$ cat config.mk
export PLATFORM = sky130hd
export DESIGN_NAME = div_seq_param
export DESIGN_NICKNAME = d
export VERILOG_FILES = /design/src/rtl/div_pkg.sv /design/src/rtl/div_step.sv /design/src/rtl/div_seq_param.sv
export SDC_FILE = /design/constraint.sdc
export NUM_CORES = 1
export LEC_CHECK = 0
export CAP_MARGIN = 10
export CORE_UTILIZATION = 52
export CTS_CLUSTER_DIAMETER = 50
export DETAILED_ROUTE_END_ITERATION = 10
export GPL_TIMING_DRIVEN = 0
export PLACE_DENSITY_LB_ADDON = 0.2
export SYNTH_ARGS = -nofsm -noshare
export SYNTH_HDL_FRONTEND = slang
export SYNTH_SLANG_ARGS = --single-unit
$ cat constraint.sdc
create_clock -name clk -period 5.6 [get_ports clk]
set_input_delay 0.56 -clock clk [delete_from_list [all_inputs] [get_ports clk]]
set_output_delay 0.56 -clock clk [all_outputs]
set_load 0.01 [all_outputs]
$ cat src/rtl/div_pkg.sv
// div_pkg: shared types and helpers for the sequential divider.
//   div_state_t   : FSM states of div_seq_param
//   DEFAULT_WIDTH : default operand/result width
//   abs_w         : two's-complement magnitude of a w-bit value carried in a
//                   MAX_W-bit container (bits above w are ignored and returned 0)
package div_pkg;

  localparam int DEFAULT_WIDTH = 16;
  localparam int MAX_W         = 64;

  typedef enum logic [1:0] {
    IDLE = 2'd0,
    CALC = 2'd1,
    FIX  = 2'd2,
    DONE = 2'd3
  } div_state_t;

  // The most negative value maps onto itself (its magnitude wraps), which is
  // exactly what the unsigned core needs for the -2^(w-1) / -1 case.
  function automatic logic [MAX_W-1:0] abs_w(input logic [MAX_W-1:0] v,
                                             input int unsigned       w);
    logic [MAX_W-1:0] mask;
    logic [MAX_W-1:0] sbit;
    mask = (w >= MAX_W) ? '1 : ((MAX_W'(1) << w) - MAX_W'(1));
    sbit = v >> (w - 1);
    if (sbit[0]) abs_w = (~v + MAX_W'(1)) & mask;
    else         abs_w = v & mask;
  endfunction

endpackage

$ cat src/rtl/div_step.sv
// div_step: one combinational restoring-division iteration.
//   i_a : partial remainder (always < i_d on entry)
//   i_q : dividend/quotient shift register
//   i_d : divisor magnitude
//   o_a : next partial remainder
//   o_q : next quotient register (new quotient bit in LSB)
module div_step #(
  parameter int WIDTH = 16
) (
  input  logic [WIDTH-1:0] i_a,
  input  logic [WIDTH-1:0] i_q,
  input  logic [WIDTH-1:0] i_d,
  output logic [WIDTH-1:0] o_a,
  output logic [WIDTH-1:0] o_q
);

  // Shifted remainder needs one extra bit; since i_a < i_d it stays below
  // 2*i_d, so the result always fits back into WIDTH bits.
  logic [WIDTH:0] w_sh;
  logic [WIDTH:0] w_dx;
  logic [WIDTH:0] w_diff;
  logic           w_ge;

  assign w_sh   = {i_a, i_q[WIDTH-1]};
  assign w_dx   = {1'b0, i_d};
  assign w_ge   = (w_sh >= w_dx);
  assign w_diff = w_sh - w_dx;

  assign o_a = w_ge ? w_diff[WIDTH-1:0] : w_sh[WIDTH-1:0];
  assign o_q = {i_q[WIDTH-2:0], w_ge};

endmodule

$ cat src/rtl/div_seq_param.sv
// div_seq_param: sequential restoring divider, one quotient bit per clock.
//   clk       : clock, rising edge
//   rst       : synchronous active-low reset
//   start     : request, accepted in IDLE or DONE
//   sgn       : 1 = signed divide, 0 = unsigned (sampled with start)
//   dividend  : sampled with start
//   divisor   : sampled with start
//   busy      : high while iterating or fixing signs
//   done      : one-cycle pulse, results valid
//   quotient  : registered result, held until the next accepted request
//   remainder : registered result, held until the next accepted request
//   div_zero  : registered, set when the divisor was zero
module div_seq_param
  import div_pkg::*;
#(
  parameter int WIDTH = DEFAULT_WIDTH
) (
  input  logic             clk,
  input  logic             rst,
  input  logic             start,
  input  logic             sgn,
  input  logic [WIDTH-1:0] dividend,
  input  logic [WIDTH-1:0] divisor,
  output logic             busy,
  output logic             done,
  output logic [WIDTH-1:0] quotient,
  output logic [WIDTH-1:0] remainder,
  output logic             div_zero
);

  localparam int CNT_W = $clog2(WIDTH + 1);

  div_state_t       r_state;
  logic [CNT_W-1:0] r_cnt;
  logic [WIDTH-1:0] r_a;
  logic [WIDTH-1:0] r_q;
  logic [WIDTH-1:0] r_d;
  logic             r_neg_q;
  logic             r_neg_r;

  logic [WIDTH-1:0] w_abs_n;
  logic [WIDTH-1:0] w_abs_d;
  logic [WIDTH-1:0] w_a_nxt;
  logic [WIDTH-1:0] w_q_nxt;

  function automatic logic [WIDTH-1:0] apply_sign(input logic [WIDTH-1:0] v,
                                                  input logic             neg);
    apply_sign = neg ? (~v + WIDTH'(1)) : v;
  endfunction

  assign w_abs_n = WIDTH'(abs_w(MAX_W'(dividend), WIDTH));
  assign w_abs_d = WIDTH'(abs_w(MAX_W'(divisor), WIDTH));

  div_step #(.WIDTH(WIDTH)) u_step (
    .i_a (r_a),
    .i_q (r_q),
    .i_d (r_d),
    .o_a (w_a_nxt),
    .o_q (w_q_nxt)
  );

  // Working registers (r_a, r_q, r_d, sign flags) are fully reloaded on every
  // accepted request, so only control and visible outputs are reset.
  always_ff @(posedge clk) begin
    if (!rst) begin
      r_state   <= IDLE;
      r_cnt     <= '0;
      busy      <= 1'b0;
      done      <= 1'b0;
      quotient  <= '0;
      remainder <= '0;
      div_zero  <= 1'b0;
    end else begin
      done <= 1'b0;
      case (r_state)
        IDLE, DONE: begin
          if (start) begin
            r_neg_q <= sgn & (dividend[WIDTH-1] ^ divisor[WIDTH-1]);
            r_neg_r <= sgn & dividend[WIDTH-1];
            r_a     <= '0;
            r_q     <= sgn ? w_abs_n : dividend;
            r_d     <= sgn ? w_abs_d : divisor;
            r_cnt   <= CNT_W'(WIDTH);
            if (divisor == '0) begin
              // Zero divisor skips iteration entirely; remainder is the raw operand.
              r_state   <= DONE;
              done      <= 1'b1;
              quotient  <= '1;
              remainder <= dividend;
              div_zero  <= 1'b1;
            end else begin
              r_state  <= CALC;
              busy     <= 1'b1;
              div_zero <= 1'b0;
            end
          end else begin
            r_state <= IDLE;
          end
        end
        CALC: begin
          r_a   <= w_a_nxt;
          r_q   <= w_q_nxt;
          r_cnt <= r_cnt - CNT_W'(1);
          if (r_cnt == CNT_W'(1)) r_state <= FIX;
        end
        FIX: begin
          // Truncating division: quotient sign is the XOR of operand signs,
          // remainder follows the dividend.
          quotient  <= apply_sign(r_q, r_neg_q);
          remainder <= apply_sign(r_a, r_neg_r);
          busy      <= 1'b0;
          done      <= 1'b1;
          r_state   <= DONE;
        end
        default: r_state <= IDLE;
      endcase
    end
  end

endmodule

# Word level (Yosys, flattened, before mapping)
# Cells that the tools add are included.
[totals]
reg_bits = 92
out_inout_bits = 35
[op_classes]
reduce_logical = 11
n_eq_ne = 8
n_lt_le_gt_ge = 1
n_mux = 29
bitwise_logic = 7
addsub = 6
[op_table]
columns = ["operator", "count"]
rows = [
  ["16-bit 2-to-1 mux", 13],
  ["16-bit case mux with 2 select lines", 4],
  ["16-bit by 1-bit adder with 16-bit output (second input constant)", 4],
  ["16-bit NOT", 4],
  ["17-bit by 16-bit >= comparator with 1-bit output", 1],
  ["16-bit zero test", 1],
  ["16-bit subtractor", 1],
  ["3-bit AND reduction", 4],
  ["5-bit case mux with 2 select lines", 1],
  ["2-bit != test (second input constant)", 4],
  ["2-bit 2-to-1 mux", 3],
  ["2-bit case mux with 3 select lines", 1],
  ["5-bit by 1-bit equality test with 1-bit output (second input constant)", 1],
  ["5-bit 2-to-1 mux", 1],
  ["5-bit by 1-bit subtractor with 5-bit output (second input constant)", 1],
  ["2-bit equality test (second input constant)", 2],
  ["1-bit 2-to-1 mux", 4],
  ["1-bit case mux with 2 select lines", 2],
  ["2-bit AND reduction", 2],
  ["2-bit nonzero test", 2],
  ["1-bit bitwise AND", 2],
  ["2-bit by 1-bit equality test with 1-bit output (second input constant)", 1],
  ["2-bit zero test", 1],
  ["2-bit OR reduction", 1],
  ["1-bit XOR", 1],
]

# Logic depth before layout (Yosys ltp)
[depth]
word_depth = 6
ltp_mapped = 10
mapped_depth_nobuf = 10

# By module
# A second synthesis with hierarchy kept.
[unflattened]
hier_cells = 665
hier_area_um2 = 6175.9
[modules_own_cells]
columns = ["module", "area_each_um2", "cells_each", "n_inst", "seq_area_each_um2"]
rows = [
  ["div_seq_param", 4890.9, 493, 1, 2342.2],
  ["div_step", 1285.0, 172, 1, 0.0],
]

# Worst setup path before layout
# OpenSTA, ideal clock, no wires.
[synth_timing]
path_type = "reg-to-reg"
startpoint = "register r_state[0]"
endpoint = "register r_a[0], enable pin"
t_required_ps = 5179
stages_incl_launch_ff = 7
arrival_ps = 2674
setup_time_ps = 421
path_slack_ps = 2505
n_path_buf = 1
path_cell_list = "dfxtp_1 -> inv_1 -> ha_1 -> clkbuf_1 -> nand2_1 -> o21ai_0 -> nor2_1"
[synth_via]
elab_chain_cells = 4
elab_cells_between_ends = 7
classes_between = "eq/ne (3); reduce/logical (4)"
[synth_rtl]
columns = ["item", "line", "text"]
rows = [
  ["start: declaration", "div_seq_param.sv:33", "div_state_t r_state;"],
  ["start signal: assignment", "div_seq_param.sv:66", "r_state <= IDLE;"],
  ["start signal: assignment", "div_seq_param.sv:86", "r_state <= DONE;"],
  ["start signal: assignment", "div_seq_param.sv:92", "r_state <= CALC;"],
  ["2-bit equality test or 2-bit zero test (tied branches)", "div_seq_param.sv:75", "case (r_state)"],
  ["2-bit OR reduction", "div_seq_param.sv:75", ""],
  ["2-bit != test (no line) or 2-bit nonzero test (tied branches)", "--", ""],
  ["3-bit AND reduction (no line) (*)", "--", ""],
  ["end signal: assignment", "div_seq_param.sv:101", "r_a <= w_a_nxt;"],
  ["end: declaration", "div_seq_param.sv:35", "logic [WIDTH-1:0] r_a;"],
]
# Every way passes the cells marked *; elsewhere a longest branch is shown, timed or not.
# A chain may end at the register's enable or synchronous reset.

# Final worst setup path
[layout_timing]
startpoint = "register r_q[15]"
endpoint = "register r_a[12], data pin"
[layout_via]
elab_chain_cells = 3
elab_cells_between_ends = 4
classes_between = "add/sub (1); order compare (1); mux (2)"
[layout_rtl]
columns = ["item", "line", "text"]
rows = [
  ["start: declaration", "div_seq_param.sv:36", "logic [WIDTH-1:0] r_q;"],
  ["start signal: assignment", "div_seq_param.sv:81", "r_q <= sgn ? w_abs_n : dividend;"],
  ["start signal: assignment", "div_seq_param.sv:102", "r_q <= w_q_nxt;"],
  ["16-bit subtractor or 17-bit by 16-bit >= comparator with 1-bit output (tied branches)", "div_step.sv:27, div_step.sv:26", ""],
  ["16-bit 2-to-1 mux (*)", "div_step.sv:29", "assign o_a = w_ge ? w_diff[WIDTH-1:0] : w_sh[WIDTH-1:0];"],
  ["16-bit case mux with 2 select lines (*)", "div_seq_param.sv:75", ""],
]
# Marks and branches as above.

==> impl_summary.md <==
Outcome
The flow ran to the end, and the final reports show no timing, DRC or antenna violations.

Global route
The total track usage is 27.38%. The number of global-route vias before repair came to 4913. For this run the aggregate overflow at the end of global routing stands at 0.

The first-pass GRT wire length is 24070 µm. The largest net degree at the start of global routing is 33. The number of antenna violations at the first check in global routing is 0.

Clocking
After clock tree synthesis, the flow added hold-fix buffers numbering 0. After clock tree synthesis, the clock-pin slew on the worst setup and hold paths is 0.09 ns. The number of post-CTS setup repair buffers is 0.

The number of gates resized after CTS was 0. The clock net in this run drives a total of 92 sinks. The maximum count of clock buffers along a single path is 2. TritonCTS built the clock tree.

The H-tree was split into 3 levels. The insertion delay to the later sink of the worst-skew pair is 0.37 ns. The number of buffers created by CTS is 9. The tree is rooted in a clkbuf_8.

Die
The die is 107.8 µm tall. From left edge to right edge, the die measures 107.8 µm. 71 I/O pins were placed.

The area enclosed by the die boundary is 11630 µm². The floorplan has 38 rows. The effective utilization at floorplan is 53.50%.

In this run the standard cell core region covers 10890 µm².

Cells and area
Once layout is complete, the utilization of the core stands at 63.51%. The net count of the finished layout is 790. The ratio of cells with drive above 1 in the final layout is 5.995%. The layout overhead on the synthesized area is 18.71%.

The multi-input combinational cells in the finished layout cover a total of 3206 µm². The antenna diode count is 0. For this run, the number of standard cells in the final layout without fillers is 874.

The count of filler cells inserted in the layout is 945. The sequential cells in the finished layout cover a total of 2342 µm².

Pwr
Internal power comes to 1.783 mW. Of the total power, registers draw 36.5%. For this design the static power due to leakage is 2.552 nW.

The final total power is 3.056 mW. The switching component of the power is 1.272 mW. The part of the total power dissipated in the clock network is 14.8%.

Per report_power, the combinational group accounts for 48.7% of the total. The worst ir drop on vdd is 0.0002193 V. Power spread over the standard cell area amounts to 441.9 nW/µm². Net switching is 41.64% of the power.

Timing
Once routing completed, OpenROAD measured the worst setup slack at 2.534 ns. The number of pins exceeding their max-slew limit in the final report is 0. Setup repair after global routing left no endpoint under its margin. Setup violations remaining at the end of the flow were counted as 0. Subtracting the final worst setup slack from the clock period gives 3.066 ns.

The largest clock skew in the final design is 0.01129 ns. Derived from the worst setup path, the maximum achievable clock frequency is 0.3262 GHz. Summed over all failing endpoints, the final setup total negative slack is 0 ns. The transition time of the tightest slew-check pin is 0.9044 ns.

The fraction of the cycle the final worst path needs is 54.75%. The number of hold violations in the final report is 0. In this run the tightest slew margin relative to its limit is 39.56%.

Synth
The number of nets handed over by synthesis was 709. The most area-hungry cell type in the Yosys netlist is edfxtp_1. After synthesis, the largest area contributor takes up 25.77% of total cell area. Synthesis produced 648 cells. For this run, the number of Yosys warnings is 0. Synthesis inferred 92 register bits.

The share of synthesized registers carrying an async set or reset is 0%. The count of flip-flops with a built-in enable after synthesis is 50. After synthesis, the mean cell area works out to 8.990 µm². The sequential area share after synthesis is 40.21%. The post-synth design cell area is 5826 µm². The primary flip-flop cell chosen by synthesis mapping is edfxtp_1.

The number of distinct library cell variants in the gate-level netlist after synthesis is 62. After synthesis, the cell types taking the most area are edfxtp_1, dfxtp_1, o21ai_0, ha_1, xor2_1.

Routing
For this run, the detailed router's first-pass iteration total came to 5. The routed design has 15030 µm of wire. The mean number of vias per cell is 5.838. The first routing iteration left 423 violations. Summing over every cut layer, the via total after detailed routing is 5102. The wire length per cell is 17.19 µm. The count of nets left with antenna violations once routing finished came out at 0. For this run, design rule violations remaining after detail routing come to 0.

Placement
The routability-driven placement congestion ratio is 1.005. The number of placed instances, taps included is 858. The number of input and output port buffers inserted is 69. Timing analysis after detailed placement gives a worst setup slack of 2.233 ns. The HPWL after detailed placement is 11710 µm.

Hold path
The path category of the worst min-delay check is flop to flop.

Setup path
For the worst setup path, the data arrival time is 3.20 ns. The worst setup path category is flop to flop. The data required time at the worst endpoint is 5.74 ns. The most prevalent standard cell on the critical path is inv_1. The type of destination of the critical path is a flop.

Traced cell by cell, the critical path runs through inv_1 -> ha_1 -> inv_1 -> fa_1 -> a211oi_1 -> o21ai_0 -> a21oi_1 -> o21bai_1 -> or2_2 -> a41o_1. In this design, the stage delay of the slowest critical-path cell is 0.42 ns. The worst setup path is launched from a flop. The highest net fanout along the worst path is 3. The critical-path cell with the highest stage delay is fa_1.

Flow run
The tool flagged a number of max-cap violations equal to 0.
## synth_stat cells, types with 3 or more instances
master	number
a211oi_1	5
a211oi_2	6
a21o_1	5
a21oi_1	55
a22oi_1	3
a31oi_1	6
and2_1	5
buf_6	4
clkbuf_1	18
dfxtp_1	42
edfxtp_1	50
ha_1	24
inv_1	40
mux2i_1	17
nand2_1	69
nand2b_1	6
nand3_1	8
nand3b_1	4
nor2_1	47
nor2b_1	7
nor3_1	14
nor3b_1	3
nor4_1	7
o211ai_1	9
o21a_1	5
o21ai_0	61
o21bai_1	3
o22ai_1	4
o31ai_1	8
o41ai_1	7
or3_1	4
or4_1	4
xnor2_1	30
xor2_1	32
## stage by stage
step,hold slack (ns),cell area (µm²)
3_3_place_gp,0.4453,6691
5_1_grt,0.4804,6915
2_1_floorplan,0.4626,5826
3_5_place_dp,0.4488,6716
4_1_cts,0.4623,6915
6_report,0.4596,6915
## kinds of logic (layout without fill, tap and decap cells)
kind of cell,count (synthesis),after routing,synth area share (%)
compound gates,194,194,21.13
fa+ha+maj,25,25,5.498
xor+xnor,62,62,9.321
buf+inv,67,153,4.940
flops,92,92,40.21
simple gates,191,191,15.98
mux,17,17,2.921
## power groups by stage
| stage | Clock, mW | Sequential, mW | Combinational, mW |
|---|---|---|---|
| after floorplan | 0 | 1.10 | 1.03 |
| after global placement | 0 | 1.13 | 1.42 |
| after detailed placement | 0 | 1.13 | 1.47 |
| after CTS | 0.460 | 1.11 | 1.48 |
| after global routing | 0.485 | 1.14 | 1.64 |
| final | 0.452 | 1.11 | 1.49 |
## critical path: cells and delay by family, from the launching register on
kind,cells,cell delay (ns)
AO/OA/AOI/OAI,5,1.32
adder cells (fa/ha/maj),2,0.64
buffers and inverters,2,0.23
flip-flops,1,0.37
AND/OR/NAND/NOR,1,0.29
## cell usage in the layout, fill, tap and decap left out, types with 7 or more instances in the layout
master / count
nand2_1: 69
clkdlybuf4s50_1: 69
o21ai_0: 61
a21oi_1: 55
edfxtp_1: 50
nor2_1: 45
dfxtp_1: 42
inv_1: 40
xor2_1: 32
xnor2_1: 30
ha_1: 24
clkbuf_1: 19
mux2i_1: 17
nor3_1: 14
clkbuf_8: 11
o211ai_1: 9
nand3_1: 8
o31ai_1: 8
nor2b_1: 7
o41ai_1: 7
nor4_1: 7
## per-layer routing
| metal | GRT usage [%] | wire, µm | vias up |
|---|---|---|---|
| met1 | 32.59 | 6308 | 2398 |
| li1 | - | - | 2500 |
| met2 | 47.94 | 7532 | 171 |
| met3 | 3.148 | 672 | 33 |
| met5 | 0 | 0 | - |
| met4 | 14.97 | 515 | 0 |
## state kept, by name, indices dropped and copies added (netlist names), 2 cells and up
| signal | cells |
|---|---|
| quotient | 16 |
| r_a | 16 |
| r_d | 16 |
| r_q | 16 |
| remainder | 16 |
| r_cnt | 5 |
| r_state | 2 |
## path summary, 6_finish.rpt
kind                      from  depth (start not counted)  slack [ns]            to
setup / recovery       r_q[15]                         10        2.53       r_a[12]
hold / removal    remainder[1]                          2        0.46  remainder[1]
setup reg to reg       r_q[15]                         10        2.53       r_a[12]
hold reg to reg   remainder[1]                          2        0.46  remainder[1]
## layout make-up
class,instances,area share (%)
sequential,92,33.87
tap,140,2.533
clock buffer,13,2.605
timing repair buffer,70,10.20
clock inverter,3,0.2714
buffer,26,1.936
multi-input combinational,489,46.35
inverter,41,2.225
(Power assumes the default switching activity.)
